--- config.mk ---
export PLATFORM = sky130hd
export DESIGN_NAME = onehot_demux_reg
export DESIGN_NICKNAME = d
export VERILOG_FILES = /design/src/rtl/onehot_demux_reg.sv
export SDC_FILE = /design/constraint.sdc
export NUM_CORES = 1
export LEC_CHECK = 0
export CAP_MARGIN = 20
export CORE_ASPECT_RATIO = 1.2
export CORE_UTILIZATION = 46
export CTS_CLUSTER_DIAMETER = 60
export DETAILED_ROUTE_END_ITERATION = 10
export GPL_ROUTABILITY_DRIVEN = 0
export MAX_ROUTING_LAYER = met4
export PLACE_DENSITY = 0.77
export SYNTH_ARGS = -nofsm -noshare
export SYNTH_HDL_FRONTEND = slang
export SYNTH_SLANG_ARGS = --single-unit
--- constraint.sdc ---
create_clock -name clk -period 3 [get_ports clk]
set_clock_uncertainty 0.05 [all_clocks]
set_input_delay 0.6 -clock clk [delete_from_list [all_inputs] [get_ports clk]]
set_output_delay 0.6 -clock clk [all_outputs]
set_load 0.1 [all_outputs]
--- src/rtl/onehot_demux_reg.sv ---
// One-hot demultiplexer with one registered entry per output lane.
// Each output lane drains through its own valid/ready handshake. Illegal selects are dropped and counted.

module onehot_demux_reg_lane #(
  parameter int DataWidth = 8
) (
  input  logic                 clk,
  input  logic                 rst,
  input  logic                 i_load,
  input  logic [DataWidth-1:0] i_data,
  input  logic                 i_ready,
  output logic                 o_valid,
  output logic [DataWidth-1:0] o_data
);
  logic                 r_valid;
  logic [DataWidth-1:0] r_data;

  // A load takes priority over a drain, so a full lane can be drained and refilled in one cycle with no bubble.
  always_ff @(posedge clk or posedge rst) begin
    if (rst) begin
      r_valid <= 1'b0;
      r_data  <= '0;
    end else if (i_load) begin
      r_valid <= 1'b1;
      r_data  <= i_data;
    end else if (r_valid && i_ready) begin
      r_valid <= 1'b0;
    end
  end

  assign o_valid = r_valid;
  assign o_data  = r_data;

  a_hold_stable: assert property (@(posedge clk) disable iff (rst)
    (r_valid && !i_ready) |=> $stable(r_data));
endmodule

module onehot_demux_reg #(
  parameter int OutputWidth = 8,
  parameter int DataWidth   = 8,
  parameter int CntWidth    = 8
) (
  input  logic                                  clk,
  input  logic                                  rst,
  input  logic                                  valid_i,
  output logic                                  ready_o,
  input  logic [OutputWidth-1:0]                sel_i,
  input  logic [DataWidth-1:0]                  data_i,
  output logic [OutputWidth-1:0]                valid_o,
  input  logic [OutputWidth-1:0]                ready_i,
  output logic [OutputWidth-1:0][DataWidth-1:0] data_o,
  output logic [CntWidth-1:0]                   drop_cnt_o,
  output logic                                  err_o
);
  logic                   w_legal;
  logic                   w_accept;
  logic [OutputWidth-1:0] w_free;
  logic [OutputWidth-1:0] w_load;
  logic [CntWidth-1:0]    r_drop_cnt;
  logic                   r_err;

  // A select is legal when exactly one bit is set: it is non-zero, and clearing its lowest set bit leaves zero.
  assign w_legal  = (sel_i != '0) &&
                    ((sel_i & (sel_i - OutputWidth'(1))) == '0);
  assign w_free   = ~valid_o | ready_i;
  assign ready_o  = w_legal ? |(sel_i & w_free) : 1'b1;
  assign w_accept = valid_i & ready_o;
  assign w_load   = (w_accept && w_legal) ? sel_i : '0;

  for (genvar g = 0; g < OutputWidth; g++) begin : g_lane
    onehot_demux_reg_lane #(.DataWidth(DataWidth)) u_lane (
      .clk     (clk),
      .rst     (rst),
      .i_load  (w_load[g]),
      .i_data  (data_i),
      .i_ready (ready_i[g]),
      .o_valid (valid_o[g]),
      .o_data  (data_o[g])
    );
  end

  always_ff @(posedge clk or posedge rst) begin
    if (rst) begin
      r_drop_cnt <= '0;
      r_err      <= 1'b0;
    end else if (w_accept && !w_legal) begin
      r_err <= 1'b1;
      if (r_drop_cnt != '1) r_drop_cnt <= r_drop_cnt + CntWidth'(1);
    end
  end

  assign drop_cnt_o = r_drop_cnt;
  assign err_o      = r_err;
endmodule
; ---- Yosys cells after proc, flatten, opt, wreduce, memory -nomap -nowiden
; Cells that the tools add are included.
; W data, S select, Z words.
[classes]
n_mux = 18
div_mod_pow = 0
shifts = 0
n_lt_le_gt_ge = 0
n_reduce_logical = 24
bitwise = 5
multipliers = 0
eq_ne = 1
addsub = 2
[op_table]
columns = operator, n
row1 = $mux W1, 17
row2 = $and A8 B8 Y8, 2
row3 = $reduce_bool A2 Y1, 8
row4 = $logic_and A1 B1 Y1, 11
row5 = $add A8 B1 Y8 const B, 1
row6 = $logic_not A8 Y1, 1
row7 = $mux W8, 1
row8 = $ne A8 B8 Y1 const B, 1
row9 = $not A8 Y8, 1
row10 = $or A8 B8 Y8, 1
row11 = $reduce_bool A8 Y1, 1
row12 = $reduce_or A8 Y1, 1
row13 = $sub A8 B1 Y8 const B, 1
row14 = $reduce_and A2 Y1, 1
row15 = $and A1 B1 Y1, 1
row16 = $logic_not A1 Y1, 1
[word_totals]
ff_bits = 81
latchBits = 0
memories = 0
mem_bits_rw = 0
mem_bits_ro = 0
inputBits = 27
elab_cells = 68
output_inout_bits = 82

; ---- Depth between registers and ports, before layout
; Gate-level depths: netlist of run 1.
[logic_depth]
ltp_word = 9
depth_mapped = 7
depth_no_buf = 6

; ---- Hierarchy
; From an unflattened synthesis of run 1, not the netlist that was laid out.
[unflattened]
hier_cells = 255
hier_area_um2 = 3671.0
[by_module_without_submodules]
columns = mod, area_each_um2, cells_per_inst, n_inst, seq_area_each_um2
row1 = onehot_demux_reg_lane, 372.9, 21, 8, 225.2
row2 = onehot_demux_reg, 688.2, 87, 1, 225.2

; ---- Least setup slack after synthesis of run 1
; No wires, ideal clock.
[synth_path]
path_kind = input to output
start = input port sel_i[2]
end = output port ready_o
path_stages = 6
arrival_ps = 2275
t_required_ps = 2350
path_buffers = 1
slack_ps = 75
cell_sequence = nor4_2 > and3b_1 > o21ai_2 > nand2_8 > buf_12 > nand2b_1
[synth_between]
elab_chain_cells = 5
word_cells_on_any_way = 8
cone_classes = add/sub: 1 / mux: 1 / bitwise: 2 / reduce/logical: 4
[synth_lines]
columns = element, line_no
row1 = start: declaration, 47  ; input logic [OutputWidth-1:0] sel_i,
row2 = $sub A8 B1 Y8, 64  ; ((sel_i & (sel_i - OutputWidth'(1))) == '0);
row3 = $and A8 B8 Y8, 64
row4 = $logic_not A8 Y1, 64
row5 = $logic_and A1 B1 Y1, 63  ; assign w_legal = (sel_i != '0) &&
row6 = $mux W1 *, 66  ; assign ready_o = w_legal ? |(sel_i & w_free) : 1'b1;
row7 = end: declaration, 46  ; output logic ready_o,
; Mark *: on every way between the ends. The rest lies on a longest branch, timed or not.

; ---- Worst setup path in the final report of run 1
; Ends and elaborated chain as after synthesis.

==> results.md, run 1 <==
- Pre-antenna DRT Iters: 4
- Final Setup Violations: 0
- Antenna Nets Post-Route: 0
- Number of synthesized register bits: 81
- Initial antenna violation count: 0
- Reg clk slew, reported paths: 0.08 ns
- RSZ-0062 raised after global routing: false
- Die ar.: 7806 um^2
- Post-synthesis mux area share: 0.2342
- Commonest non-fill, non-tap cell in the layout: buf_4
- Pleak: 2.391 nW
- Share of flip-flops with an asynchronous set or reset: 1.000
- GR peak layer: met2
- WL/cell: 18.18 um
- IO Count: 109
- Tot GR Track Use: 0.2243
- Post-synthesis compound-gate area fraction: 0.01824
- Hold Startpoint: drop_cnt_o[4]
- Hold_buf cts: 0
- Synth Cell Area: 3430 um^2
- H-tree lvl count: 3
- Post-Syn Instances: 228
- Min cycle time layout: 2.891 ns
- Filler cell count: 587
- CP arrival: 2.24 ns
- Vias in the first global route: 2,270
- Synth Flop Type: dfrtp_1
- GRT met1 Usage: 0.2900
- R2R Setup Slk: 0.82 ns
- Synth cell types: 30
- Total Wirelength: 7.964 mm
- CTS Sinks: 81
- Worst reg2reg path startpoint: g_lane[4].u_lane.o_valid
- Starting density of the core: 0.4742
- Slew at the pin closest to its max-slew limit: 0.6137 ns
- Simple-Gate Fraction of Synth Area: 0.1116
- ANT cells: 0
- First-pass GRT wire length: 12.17 mm
- Status: finished, final reports clean
- Worst skew pair latency: 0.35 ns
- RR Endpoint: g_lane[0].u_lane.o_data[1]
- Hold depth: 1
- Hold Path Sink: drop_cnt_o[4]
- Via density: 5.187
- CTS tree: yes
- GR Overflow Total: 0
- # DRC: 0
- Max transition margin: 0.5904
- Met2 GRT Util: 0.3494
- Most frequent cells in the layout: buf_4 (85), dfrtp_1 (81), mux2_2 (50), clkdlybuf4s50_1 (26), mux2_4 (16)
- Req. time, crit path: 2.35 ns
- Overall power: 4.571 mW
- Max Cap Viol: 0
- Fmax achieved: 345.9 MHz
- Layout cells sized above 1: 0.5316
- Core ar.: 7232 um^2
- Num CTS Buffers: 9
- # port buffers: 108
- GRT met3 Usage: 0.04225
- Worst Setup Path Type: in -> out
- Fin. Hold Viols: 0
- Drt initial violations: 101
- Row count: 34
- Synth Area in XOR/XNOR: 0.01532
- CTS Root Cell: clkbuf_8
- Hpwl dp: 5.527 mm
- Hold Path Class: reg -> reg
- NumNets Final: 371
- Tcrit/Tclk final: 0.9638
- Crit-path max FO: 5
- Seq/Total Area, Yosys: 0.5910
- Synthesized-area fraction occupied by adder cells: 0.003648
- DR vias: 2,272
- Clk buf depth: 2
- YS warnings: 0
- R2R depth: 6
- Startpoint types: primary input
- Largest family of logic cells by synthesized area: multiplexers
- EDFF count, synth: 0
- Chip width: 80.82 um
- Synth Area per Inst: 15.04 um^2
- Setup TNS: 0 ns
- Die height: 96.59 um
- Pwr dens: 982.4 nW/um^2
- Worst VDD drop: 890.6 uV
- Net Count, Synth: 256
- CP endpoint kind: output port
- Area grow syn2layout: 35.68%
- Largest net degree at the start of global routing: 50
- Crit path from: sel_i[2]
- Count of final max-slew check failures: 0
## where the power goes
group | total [mW] | switching (mW) | internal, mW
logic | 2.24 | 1.75 | 0.481
registers | 1.44 | 0.144 | 1.30
clock network | 0.896 | 0.402 | 0.494
total | 4.57 | 2.30 | 2.27
## what timing repair did
| item | 4_1_cts | 5_1_grt |
|---|---|---|
| setup endpoints to repair | 0 | 1 |
| setup buffers | 0 | 0 |
| resized for setup | 0 | 1 |
| hold endpoints to repair | 0 | 0 |
## synth_stat cells (4+ instances only)
library cell / number / area, um^2
buf_4: 8 / 60.06
nor2_1: 6 / 22.52
nand4b_1: 5 / 43.79
mux2_4: 16 / 240.2
mux2_2: 50 / 563.0
nand2_1: 10 / 37.54
nand2b_1: 10 / 62.56
dfrtp_1: 81 / 2027
nand3_1: 4 / 20.02
a22oi_1: 4 / 30.03
xor2_1: 5 / 43.79
nand3_2: 6 / 60.06
## metal layers
layer | up-vias | share of wire
li1 | 1034 | -
met1 | 1149 | 0.44
met2 | 76 | 0.49
met3 | 13 | 0.052
met4 | 0 | 0.017
met5 | - | 0
## through the flow
step | cell area [um^2] | hold slack [ns] | std cells | util | setup slack [ns]
final | 4653 | 0.4449 | 438 | 0.6434 | 0.1086
after global placement | 4417 | 0.4297 | 422 | 0.6107 | 0.05346
after global routing | 4653 | 0.4668 | 438 | 0.6434 | 0.03042
after CTS | 4644 | 0.4479 | 438 | 0.6422 | 0.05847
after detailed placement | 4417 | 0.4341 | 422 | 0.6107 | -0.03822
after floorplan | 3430 | 0.4166 | 228 | - | 0.07476
## kinds of logic (layout without fill, tap and decap cells)
family,after synthesis,after routing
flip-flops,81,81
adder cells (fa/ha/maj),1,1
AO/OA/AOI/OAI,8,8
buffers and inverters,11,131
AND/OR/NAND/NOR,55,55
multiplexers,66,66
XOR/XNOR,6,6
## how the worst max path moves through the flow
stage               slack, ns  cells past startpoint                          to
finish                   0.11                      7                     ready_o
floorplan                0.07                      6                     ready_o
detailed placement      -0.04                      8  g_lane[0].u_lane.o_data[1]
CTS                      0.06                      7                     ready_o
global placement         0.05                      8  g_lane[0].u_lane.o_data[6]
global route             0.03                      7                     ready_o
## layout make-up
cell class	instances	area, um^2	area share
Clock buffer	10	137.6	0.02958
Sequential cell	81	2027	0.4356
Multi-Input combinational cell	136	1323	0.2842
Tap cell	90	112.6	0.02420
Inverter	1	5.005	0.001076
Clock inverter	6	90.09	0.01936
Timing Repair Buffer	114	958.4	0.2060
## sequential cells by signal, summed over array words and instances (netlist names)
name / cells
g_lane.u_lane.o_data: 64
drop_cnt_o: 8
err_o: 1
g_lane.u_lane.o_valid: 8
## critical path, stage by stage
cell	delay, ns
clkdlybuf4s50_1	0.47
nor4_4	0.40
and3b_1	0.24
o21ai_2	0.13
nand2_8	0.08
nand2b_1	0.13
buf_12	0.19
Power figures use the tool's default switching activity.
==> run 2: changes to the inputs <==
- CORE_MARGIN: default -> 5
==> results.md, run 2 (same netlist as run 1, synthesis figures left out) <==
- Status: finished, final reports clean
- RR Endpoint: g_lane[4].u_lane.o_data[2]
- Hold Startpoint: err_o
- First-pass GRT wire length: 13.54 mm
- Commonest non-fill, non-tap cell in the layout: buf_4
- Most frequent cells in the layout: buf_4 (85), dfrtp_1 (81), mux2_2 (50), clkdlybuf4s50_1 (26), mux2_4 (16)
- Comb pwr share: 0.500
- Setup TNS: 0 ns
- Hpwl dp: 5.964 mm
- Largest net degree at the start of global routing: 82
- Row count: 34
- Fmax achieved: 349.2 MHz
- Max incr delay on CP: 0.48 ns
- Crit path capture: ready_o
- CP arrival: 2.21 ns
- Delay-heaviest family, CP: simple AND/OR/NAND/NOR gates
- # port buffers: 108
- Num CTS Buffers: 9
- Clk buf depth: 2
- Pre-CTS setup slack: -0.05035 ns
- Crit path from: sel_i[3]
- Setup repair bufs after CTS: 0
- Die ar.: 9289 um^2
- Fin util: 0.6354
- R2R depth: 6
- Max reg flops: 64
- Antenna Nets Post-Route: 0
- Slowest-stage cell, CP: clkdlybuf4s50_1
- GR Overflow Total: 0
- Startpoint types: primary input
- Fin. Hold Viols: 0
- Req. time, crit path: 2.35 ns
- Total Wirelength: 8.617 mm
- Count of final max-slew check failures: 0
- Initial antenna violation count: 0
- H-tree lvl count: 3
- Pleak: 2.373 nW
- Tot GR Track Use: 0.2024
- Hold_ws: 0.4488 ns
- ANT cells: 0
- Reg clk slew, reported paths: 0.08 ns
- Final Setup Violations: 0
- # DRC: 0
- Worst reg2reg path startpoint: g_lane[0].u_lane.o_valid
- Worst setup margin: 0.1361 ns
- WL/cell: 19.67 um
- Critical path depth: 7
- Worst skew pair latency: 0.35 ns
- Hold Path Class: reg -> reg
- RSZ-0062 raised after global routing: false
- Post-DP Area: 4417 um^2
- Drt initial violations: 138
- Buf+Inv Stages, Crit Path: 2
- Crit-path max FO: 5
- Sequential power share: 0.323
- Worst Setup Path Type: in -> out
- Tcrit/Tclk final: 0.9546
- Max transition margin: 0.6482
- Area grow syn2layout: 34.77%
- Min cycle time layout: 2.864 ns
- Design internal power: 2.181 mW
- CTS Sinks: 81
- Max Cap Viol: 0
- Critical path, cell by cell: clkdlybuf4s50_1, nor4_4, and3b_1, o21ai_2, nand2_8, nand2b_1, buf_12
- Layout cells sized above 1: 0.5287
- R2R Setup Slk: 0.82 ns
- CTS tree: yes
- Pwr dens: 968.6 nW/um^2
- Switching part of the total: 0.5128
- Chip width: 88.82 um
- CTS Root Cell: clkbuf_8
- Slew at the pin closest to its max-slew limit: 0.5277 ns
- Pre-antenna DRT Iters: 4
- Worst VDD drop: 594.8 uV
- Clock share of power: 0.177
- Die height: 104.6 um
- IO Count: 109
- NumNets Final: 371
- Via density: 5.212
- Vias in the first global route: 2,434
- Core ar.: 7274 um^2
- CP endpoint kind: output port
- Starting density of the core: 0.4714
- Switching power: 2.296 mW
- Final Instance Area: 4622 um^2
- DR vias: 2,283
==> run 2: cell types whose count changed in the layout (fill, tap and decap cells not counted) <==
| cell | change |
|---|---|
| clkinv_4 | -1 |
| bufinv_16 | -1 |
| clkinv_2 | +1 |
| inv_6 | -1 |
| clkinvlp_4 | +1 |
| clkbuf_1 | +1 |
==> run 2: layout make-up <==
type / count / area (um^2)
Fill cell: 570 / 2653
Sequential cell: 81 / 2027
Multi-Input combinational cell: 136 / 1323
Timing Repair Buffer: 114 / 958.4
Clock buffer: 11 / 141.4
Tap cell: 90 / 112.6
Clock inverter: 5 / 55.05
Inverter: 1 / 5.005
==> run 2: timing repair <==
action                                  CTS  global route
endpoints found under the setup margin    0             1
hold buffers                              0             0
gates resized for setup                   0             1
==> run 2: through the flow <==
| stage | cells | power, mW |
|---|---|---|
| 2_1_floorplan | 228 | 3.204 |
| 3_3_place_gp | 422 | 3.693 |
| 3_5_place_dp | 422 | 3.711 |
| 4_1_cts | 438 | 4.505 |
| 5_1_grt | 438 | 4.653 |
| 6_report | 438 | 4.477 |
==> run 2: worst min path at each step <==
stage / cells after the start / endpoint / slack [ns]
floorplan: 2 / g_lane[4].u_lane.o_valid / 0.42
global placement: 1 / g_lane[7].u_lane.o_data[2] / 0.44
detailed placement: 1 / err_o / 0.44
CTS: 1 / err_o / 0.46
global route: 1 / err_o / 0.47
finish: 1 / err_o / 0.45
==> run 2: per-layer routing <==
metal / vias up / global-route usage / wire [um]
met5: - / - / 0
met4: 0 / 0.06263 / 65
met3: 4 / 0.06378 / 643
met2: 96 / 0.2829 / 4037
met1: 1147 / 0.2818 / 3872
li1: 1036 / - / -
==> run 2: power groups by stage <==
stage          registers [mW]  logic, mW  clock network, mW
6_report                 1.45       2.24              0.792
5_1_grt                  1.47       2.30              0.875
4_1_cts                  1.44       2.25              0.808
3_5_place_dp             1.46       2.25                  0
3_3_place_gp             1.46       2.23                  0
2_1_floorplan            2.92      0.288                  0
==> run 3: changes to the inputs <==
- CORE_MARGIN: 5 -> 2
- CTS_CLUSTER_DIAMETER: 60 -> 30
==> results.md, run 3 (same netlist as run 1, synthesis figures left out) <==
- Max reg flops: 64
- Comb pwr share: 0.513
- Drt initial violations: 61
- First-pass GRT wire length: 12.79 mm
- Tcrit/Tclk final: 0.9821
- Layout cells sized above 1: 0.5259
- # port buffers: 108
- Pleak: 2.353 nW
- Clock share of power: 0.156
- Vias in the first global route: 2,394
- Num CTS Buffers: 9
- Clk buf depth: 2
- # DRC: 0
- Worst skew pair latency: 0.34 ns
- Pwr dens: 948.4 nW/um^2
- Worst Setup Path Type: in -> out
- Final Setup Violations: 0
- Min cycle time layout: 2.946 ns
- Worst VDD drop: 722.0 uV
- Worst reg2reg path startpoint: g_lane[0].u_lane.o_valid
- DR vias: 2,277
- Largest net degree at the start of global routing: 67
- Max transition margin: 0.6619
- Via density: 5.199
- Core ar.: 7232 um^2
- IO Count: 109
- Critical path, cell by cell: clkdlybuf4s50_1, nor4_4, and3b_1, o21ai_2, nand2_8, nand2b_1, buf_12
- Pre-antenna DRT Iters: 4
- Die ar.: 8165 um^2
- CP arrival: 2.30 ns
- Antenna Nets Post-Route: 0
- Switching power: 2.278 mW
- Sequential power share: 0.331
- Startpoint types: primary input
- Post-CTS Resized: 0
- CTS tree: yes
- Starting density of the core: 0.4742
- Setup TNS: 0 ns
- Crit path from: sel_i[2]
- GR Overflow Total: 0
- Slew at the pin closest to its max-slew limit: 0.5071 ns
- Total Wirelength: 7.982 mm
- Area grow syn2layout: 33.82%
- CTS Root Cell: clkbuf_8
- CP endpoint kind: output port
- Tot GR Track Use: 0.2080
- Hold Path Class: reg -> reg
- ANT cells: 0
- Count of final max-slew check failures: 0
- Die height: 98.59 um
- Max incr delay on CP: 0.48 ns
- Hpwl dp: 5.539 mm
- Reg clk slew, reported paths: 0.08 ns
- Crit-path max FO: 9
- Req. time, crit path: 2.35 ns
- Row count: 34
- Chip width: 82.82 um
- Overall power: 4.352 mW
- Hold Startpoint: err_o
- Initial antenna violation count: 0
- Switching part of the total: 0.5233
- Most frequent cells in the layout: buf_4 (85), dfrtp_1 (81), mux2_2 (50), clkdlybuf4s50_1 (26), mux2_4 (16)
- Worst setup margin: 0.05377 ns
- Fmax achieved: 339.4 MHz
- Status: finished, final reports clean
- Slowest-stage cell, CP: clkdlybuf4s50_1
- Commonest non-fill, non-tap cell in the layout: buf_4
- NumNets Final: 371
- Hold_buf cts: 0
- Hold_ws: 0.4293 ns
- WL/cell: 18.22 um
- Fin. Hold Viols: 0
- CTS Sinks: 81
- Max Cap Viol: 0
- Pre-CTS setup slack: -0.03339 ns
- H-tree lvl count: 3
- Setup repair bufs after CTS: 0
- Design internal power: 2.075 mW
==> run 3: cell count changes in the layout (fill, tap and decap cells not counted), sizes merged <==
cell / delta
bufinv: -1
clkinvlp: +1
==> run 3: through the flow <==
| stage | utilization | cell area, um^2 | std cells |
|---|---|---|---|
| floorplan | - | 3430 | 228 |
| global placement | 0.6107 | 4417 | 422 |
| detailed placement | 0.6107 | 4417 | 422 |
| CTS | 0.6334 | 4581 | 438 |
| global route | 0.6346 | 4589 | 438 |
| finish | 0.6346 | 4589 | 438 |
==> run 3: worst paths after layout <==
kind | to | slack, ns | cells after the start
worst max register to register | g_lane[7].u_lane.o_data[0] | 0.87 | 6
worst max-delay path | ready_o | 0.05 | 7
min in group asynchronous | g_lane[0].u_lane.o_data[4] | 0.48 | 2
max in group asynchronous | g_lane[6].u_lane.o_data[1] | 1.77 | 3
worst min-delay path | err_o | 0.43 | 1
worst min register to register | err_o | 0.43 | 1
==> run 3: area by class of cell <==
cell class                      instances  area [um^2]
Inverter                                1        5.005
Clock buffer                           11        131.4
Fill cell                             595         2643
Timing Repair Buffer                  114        958.4
Tap cell                               90        112.6
Sequential cell                        81         2027
Multi-Input combinational cell        136         1323
Clock inverter                          5        32.53
==> run 3: power groups by stage <==
| stage | clock [mW] | combinational (mW) | sequential, mW |
|---|---|---|---|
| after floorplan | 0 | 0.288 | 2.92 |
| after global placement | 0 | 2.23 | 1.45 |
| after detailed placement | 0 | 2.24 | 1.46 |
| after CTS | 0.696 | 2.24 | 1.44 |
| after global routing | 0.743 | 2.28 | 1.47 |
| final | 0.678 | 2.23 | 1.44 |
==> run 3: layer usage <==
| metal | track usage | wire, um |
|---|---|---|
| met1 | 0.2656 | 3434 |
| met2 | 0.3362 | 4091 |
| met3 | 0.04104 | 352 |
| met4 | 0.06810 | 104 |
| met5 | - | 0 |
==> run 3: worst max-delay path: cells and delay by family <==
kind,cells,cell delay (ns)
buf+inv,2,0.66
compound gates,1,0.13
simple gates,4,0.91
